[config.mk]
export PLATFORM = sky130hd
export DESIGN_NAME = ras_ckpt
export DESIGN_NICKNAME = d
export VERILOG_FILES = /design/src/rtl/ras_ckpt_pkg.sv /design/src/rtl/ras_ckpt.sv
export SDC_FILE = /design/constraint.sdc
export NUM_CORES = 1
export LEC_CHECK = 0
export CAP_MARGIN = 20
export CORE_MARGIN = 4
export CORE_UTILIZATION = 57
export CTS_CLUSTER_DIAMETER = 50
export CTS_CLUSTER_SIZE = 12
export DETAILED_ROUTE_END_ITERATION = 8
export DONT_BUFFER_PORTS = 1
export PLACE_DENSITY = 0.75
export SLEW_MARGIN = 20
export SYNTH_ARGS = -nofsm -noshare
export SYNTH_HDL_FRONTEND = slang
export SYNTH_SLANG_ARGS = --single-unit
[constraint.sdc]
create_clock -name CLK -period 2.45 [get_ports CLK]
set_input_delay 0.1225 -clock CLK [delete_from_list [all_inputs] [get_ports CLK]]
set_output_delay 0.1225 -clock CLK [all_outputs]
set_load 0.005 [all_outputs]
[src/rtl/ras_ckpt_pkg.sv]
// Shared return-address-stack types: default geometry,
// checkpoint bundle for ROB/BRU recovery, and op codes.
package ras_ckpt_pkg;

    localparam int RAS_DEPTH        = 8;
    localparam int RAS_TARGET_WIDTH = 12;
    localparam int LOG_RAS_DEPTH    = $clog2(RAS_DEPTH);

    typedef struct packed {
        logic [LOG_RAS_DEPTH-1:0] index;
        logic [LOG_RAS_DEPTH:0]   count;
    } ras_ckpt_t;

    typedef enum logic [2:0] {
        RAS_IDLE,
        RAS_PUSH,
        RAS_POP,
        RAS_REPL,
        RAS_RESTORE
    } ras_op_e;

endpackage

[src/rtl/ras_ckpt.sv]
// Circular, checkpointable return address stack with saturating
// occupancy and single-cycle restore for mispredict recovery.
module ras_ckpt
    import ras_ckpt_pkg::*;
#(
    parameter int DEPTH        = RAS_DEPTH,
    parameter int TARGET_WIDTH = RAS_TARGET_WIDTH,
    parameter int LOG_DEPTH    = $clog2(DEPTH)
) (
    input  logic                    CLK,
    input  logic                    RST,
    input  logic                    push_valid,
    input  logic [TARGET_WIDTH-1:0] push_target,
    input  logic                    pop_valid,
    input  logic                    restore_valid,
    input  logic [LOG_DEPTH-1:0]    restore_index,
    input  logic [LOG_DEPTH:0]      restore_count,
    output logic [TARGET_WIDTH-1:0] top_target,
    output logic                    top_valid,
    output logic [LOG_DEPTH-1:0]    ckpt_index,
    output logic [LOG_DEPTH:0]      ckpt_count
);

    localparam logic [LOG_DEPTH:0] FULL = (LOG_DEPTH + 1)'(DEPTH);

    logic [TARGET_WIDTH-1:0] stack [DEPTH];
    logic [LOG_DEPTH-1:0]    sp;
    logic [LOG_DEPTH:0]      count;

    logic [LOG_DEPTH-1:0]    sp_nxt;
    logic [LOG_DEPTH:0]      count_nxt;
    logic                    wr_en;
    logic [LOG_DEPTH-1:0]    wr_idx;
    logic [LOG_DEPTH:0]      rst_cnt;
    logic                    nonempty;
    logic                    full;
    ras_op_e                 op;

    assign nonempty = (count != '0);
    assign full     = (count == FULL);
    // Illegal checkpoint counts are clamped rather than trusted.
    assign rst_cnt  = (restore_count > FULL) ? FULL : restore_count;

    always_comb begin
        op = RAS_IDLE;
        unique case (1'b1)
            restore_valid:
                op = RAS_RESTORE;
            !restore_valid && push_valid && pop_valid && nonempty:
                op = RAS_REPL;
            !restore_valid && push_valid && !(pop_valid && nonempty):
                op = RAS_PUSH;
            !restore_valid && !push_valid && pop_valid && nonempty:
                op = RAS_POP;
            default:
                op = RAS_IDLE;
        endcase
    end

    always_comb begin
        sp_nxt    = sp;
        count_nxt = count;
        wr_en     = 1'b0;
        wr_idx    = sp;
        unique case (op)
            RAS_RESTORE: begin
                sp_nxt    = restore_index;
                count_nxt = rst_cnt;
            end
            RAS_PUSH: begin
                sp_nxt    = sp + 1'b1;
                count_nxt = full ? count : count + 1'b1;
                wr_en     = 1'b1;
                wr_idx    = sp + 1'b1;
            end
            RAS_POP: begin
                sp_nxt    = sp - 1'b1;
                count_nxt = count - 1'b1;
            end
            RAS_REPL: begin
                wr_en  = 1'b1;
                wr_idx = sp;
            end
            default: begin
                sp_nxt    = sp;
                count_nxt = count;
            end
        endcase
    end

    always_ff @(posedge CLK) begin
        if (RST) begin
            sp    <= '0;
            count <= '0;
            for (int i = 0; i < DEPTH; i++) begin
                stack[i] <= '0;
            end
        end else begin
            sp    <= sp_nxt;
            count <= count_nxt;
            if (wr_en) begin
                stack[wr_idx] <= push_target;
            end
        end
    end

    always_ff @(posedge CLK) begin
        if (!RST && restore_valid) begin
            assert (restore_count <= FULL);
        end
    end

    assign top_target = stack[sp];
    assign top_valid  = nonempty;
    assign ckpt_index = sp;
    assign ckpt_count = count;

endmodule

==> metrics.md <==
| Metric | Value |
|---|---|
| Vias in the first global route | 3230 |
| GRT Total Usage | 0.2148 |
| Seq cells post-synth | 106 |
| Non-Filler Instances | 512 |
| DP Area | 5495 µm² |
| DRT iter0 DRCs | 173 |
| Die area | 10820 µm² |
| Max-slew violation count | 0 |
| Die H | 104.0 µm |
| Fillers | 613 |
| Slew HR | 0.5706 |
| Port buffer count | 0 |
| Deepest clock path buffer count | 2 |
| Core area | 8848 µm² |
| Post-synth EDFFs | 96 |
| Reg2reg start | ckpt_count[3]$_SDFFE_PP0P_ |
| Initial antenna violation count | 0 |
| RePlAce Congestion | 0.7686 |
| CTS buffer count | 9 |
| Worst Hold Launch | RST |
| P_leak | 0.002160 µW |
| DRT antenna net count | 0 |
| CTS H-tree depth | 3 |
| Syn_area_per_cell | 14.13 µm² |
| Final Setup Violations | 0 |
| Post-Syn Area | 5256 µm² |
| Routed wire per std cell | 21.16 µm |
| Worst Path Required | 2.50 ns |
| Pre-antenna DRT Iters | 6 |
| R2r setup slk | 0.09 ns |
| Setup WS pre-CTS | 0.1095 ns |
| Maximum VDD drop | 0.3773 mV |
| Postcts setup bufs | 0 |
| CTS tree | done |
| Combinational share of power | 0.145 |
| Clock skew | 0.01154 ns |
| Clk slew on worst S/H paths | 0.09 ns |
| Slew @ Worst Pin | 0.6432 ns |
| Crit end category | register |
| Max Cap Viol | 0 |
| Syn nets | 402 |
| Synth Flop Type | edfxtp_1 |
| Run status | complete, no violations |
| Synthesis-to-layout area growth | 12.66% |
| Final Hold Fails | 0 |
| Worst Hold Depth | 2 |
| Site Rows | 34 |
| Fmax | 423.5 MHz |
| Largest net degree at the start of global routing | 25 |
| HP Class | in -> reg |
| Die Width | 104.0 µm |
| Worst path arrival time | 2.41 ns |
| Antenna cells | 0 |
| Layout cell share with drive strength beyond 1 | 0.2351 |
| Starting density of the core | 0.5940 |
| Post-synthesis cell count | 372 |
| CP startpoint kind | register |
| PwrDens | 635.3 nW/µm² |
| Switching pwr | 898.3 µW |
| Post-Place Cells | 474 |
| Hold Slack | 0.02869 ns |
| Syn. warnings | 0 |
| Boundary Pins | 44 |
| First-pass GRT wire length | 17800 µm |
| Total vias in the final route | 3024 |
| Switching portion of total power | 0.2388 |
| RSZ-0062 raised after global routing | false |
| Period utilization | 0.9637 |
| Layout Nets | 429 |
| Seq/Total Area, Yosys | 0.5865 |
| DPL Wire Length | 7232 µm |
| Final wirelength | 10830 µm |
| Setup CP Type | reg -> reg |
| Synth unique cells | 50 |
| Async SR Flop Fraction | 0 |
| Post-Route Utilization | 0.6693 |
| Fin worst setup slack | 0.08889 ns |
| Reg2reg end | stack[7][2]$_SDFFCE_PN0P_ |
| DR DRC count | 0 |
| Clk root buf | clkbuf_8 |
| FF-to-FF path depth | 6 |
| DR vias/cell | 5.906 |
| Total congestion overflow | 0 |
| Final instance area | 5922 µm² |
| Post-layout minimum cycle time | 2.361 ns |
| Int Pwr | 2864 µW |
| Worst-path maximum fanout | 12 |
| Clk sink count | 106 |
| Clock power frac | 0.294 |
| Reg power frac | 0.561 |
| Clk Latency, worst-skew pair | 0.36 ns |
synthesized netlist by cell type, drive strengths merged (3+ instances only):
cell	number	area (µm²)
a21oi	5	25.02
a2111oi	3	26.28
ha	5	62.56
nor2b	3	18.77
buf	9	62.55
nand2b	4	25.02
or2	8	50.05
inv	7	26.28
nand3	6	30.03
xnor2	3	26.28
mux2i	3	30.03
nor3	9	45.04
nand3b	3	22.52
or3	4	30.03
and2	98	613.1
clkbuf	16	60.06
nand2	7	26.28
mux4	24	540.5
nor2	7	26.28
edfxtp	96	2883
mux2	14	157.7
dfxtp	10	200.2
o211ai	3	22.52
cell type report:
type | count | area [µm²] | area share
Sequential cell | 106 | 3088 | 0.5214
Clock buffer | 12 | 156.4 | 0.02641
Multi-Input combinational cell | 234 | 2092 | 0.3533
Inverter | 7 | 26.28 | 0.004437
Clock inverter | 4 | 48.80 | 0.008240
Timing Repair Buffer | 41 | 375.4 | 0.06338
Tap cell | 108 | 135.1 | 0.02282
cells by family (layout without fill, tap and decap cells):
group / count (synthesis) / after routing / synth area share
AND/OR/NAND/NOR: 155 / 155 / 0.1788
flip-flops: 106 / 106 / 0.5865
multiplexers: 41 / 41 / 0.1385
buffers and inverters: 32 / 64 / 0.02833
AO/OA/AOI/OAI: 28 / 28 / 0.04547
adder cells (fa/ha/maj): 6 / 6 / 0.01571
XOR/XNOR: 4 / 4 / 0.006666
worst max-delay path, stage by stage, from the launching register on:
cell,delay [ns]
dfxtp_2,0.35
o41a_1,0.43
nor2_1,0.12
ha_1,0.27
or3_4,0.43
a211oi_4,0.19
or2_4,0.27
flip-flops by register name (all words and copies together) (netlist names), named ones only:
| name | flops |
|---|---|
| ckpt_index | 3 |
| ckpt_count | 4 |
| stack | 96 |
repair_timing:
item / in CTS / in global routing
gates resized for setup: 0 / 1
setup endpoints to repair: 0 / 1
endpoints found under the hold margin: 104 / 0
hold buffers: 22 / 0
how the worst max path moves through the flow:
stage,from,end,slack [ns]
finish,ckpt_count[3]$_SDFFE_PP0P_,stack[7][2]$_SDFFCE_PN0P_,0.09
detailed placement,ckpt_count[3]$_SDFFE_PP0P_,stack[7][5]$_SDFFCE_PN0P_,0.11
global route,ckpt_count[3]$_SDFFE_PP0P_,stack[7][2]$_SDFFCE_PN0P_,0.006
global placement,ckpt_count[3]$_SDFFE_PP0P_,stack[3][8]$_SDFFCE_PN0P_,0.13
CTS,ckpt_count[3]$_SDFFE_PP0P_,stack[7][2]$_SDFFCE_PN0P_,0.08
floorplan,ckpt_count[3]$_SDFFE_PP0P_,stack[7][0]$_SDFFCE_PN0P_,-0.06
through the flow:
step	total power (µW)	setup TNS (ns)
2_1_floorplan	2528	-0.9930
6_report	3762	0
4_1_cts	3786	0
5_1_grt	3915	0
3_3_place_gp	2636	0
3_5_place_dp	2652	0
power by group through the flow:
| stage | sequential, µW | combinational (µW) | clock (µW) |
|---|---|---|---|
| 6_report | 2110 | 545 | 1110 |
| 5_1_grt | 2120 | 597 | 1200 |
| 4_1_cts | 2110 | 553 | 1120 |
| 3_5_place_dp | 2150 | 501 | 0 |
| 3_3_place_gp | 2140 | 491 | 0 |
| 2_1_floorplan | 2130 | 398 | 0 |
metal layers:
layer / part of all wire / global-route usage
met1: 0.41 / 0.2739
met3: 0.055 / 0.04221
met2: 0.53 / 0.3779
met4: 0.011 / 0.05413
met5: 0 / 0
layout by cell type, fill, tap and decap left out, drive strengths merged, types with 4 or more instances in the layout:
| cell | count |
|---|---|
| buf | 19 |
| dfxtp | 10 |
| clkbuf | 12 |
| inv | 8 |
| nand2b | 4 |
| or3 | 4 |
| and2 | 98 |
| mux2 | 14 |
| dlygate4sd3 | 22 |
| a21oi | 5 |
| nor3 | 9 |
| mux4 | 24 |
| ha | 5 |
| edfxtp | 96 |
| nor2 | 7 |
| nand3 | 6 |
| or2 | 8 |
| nand2 | 7 |
(Power assumes the default switching activity.)
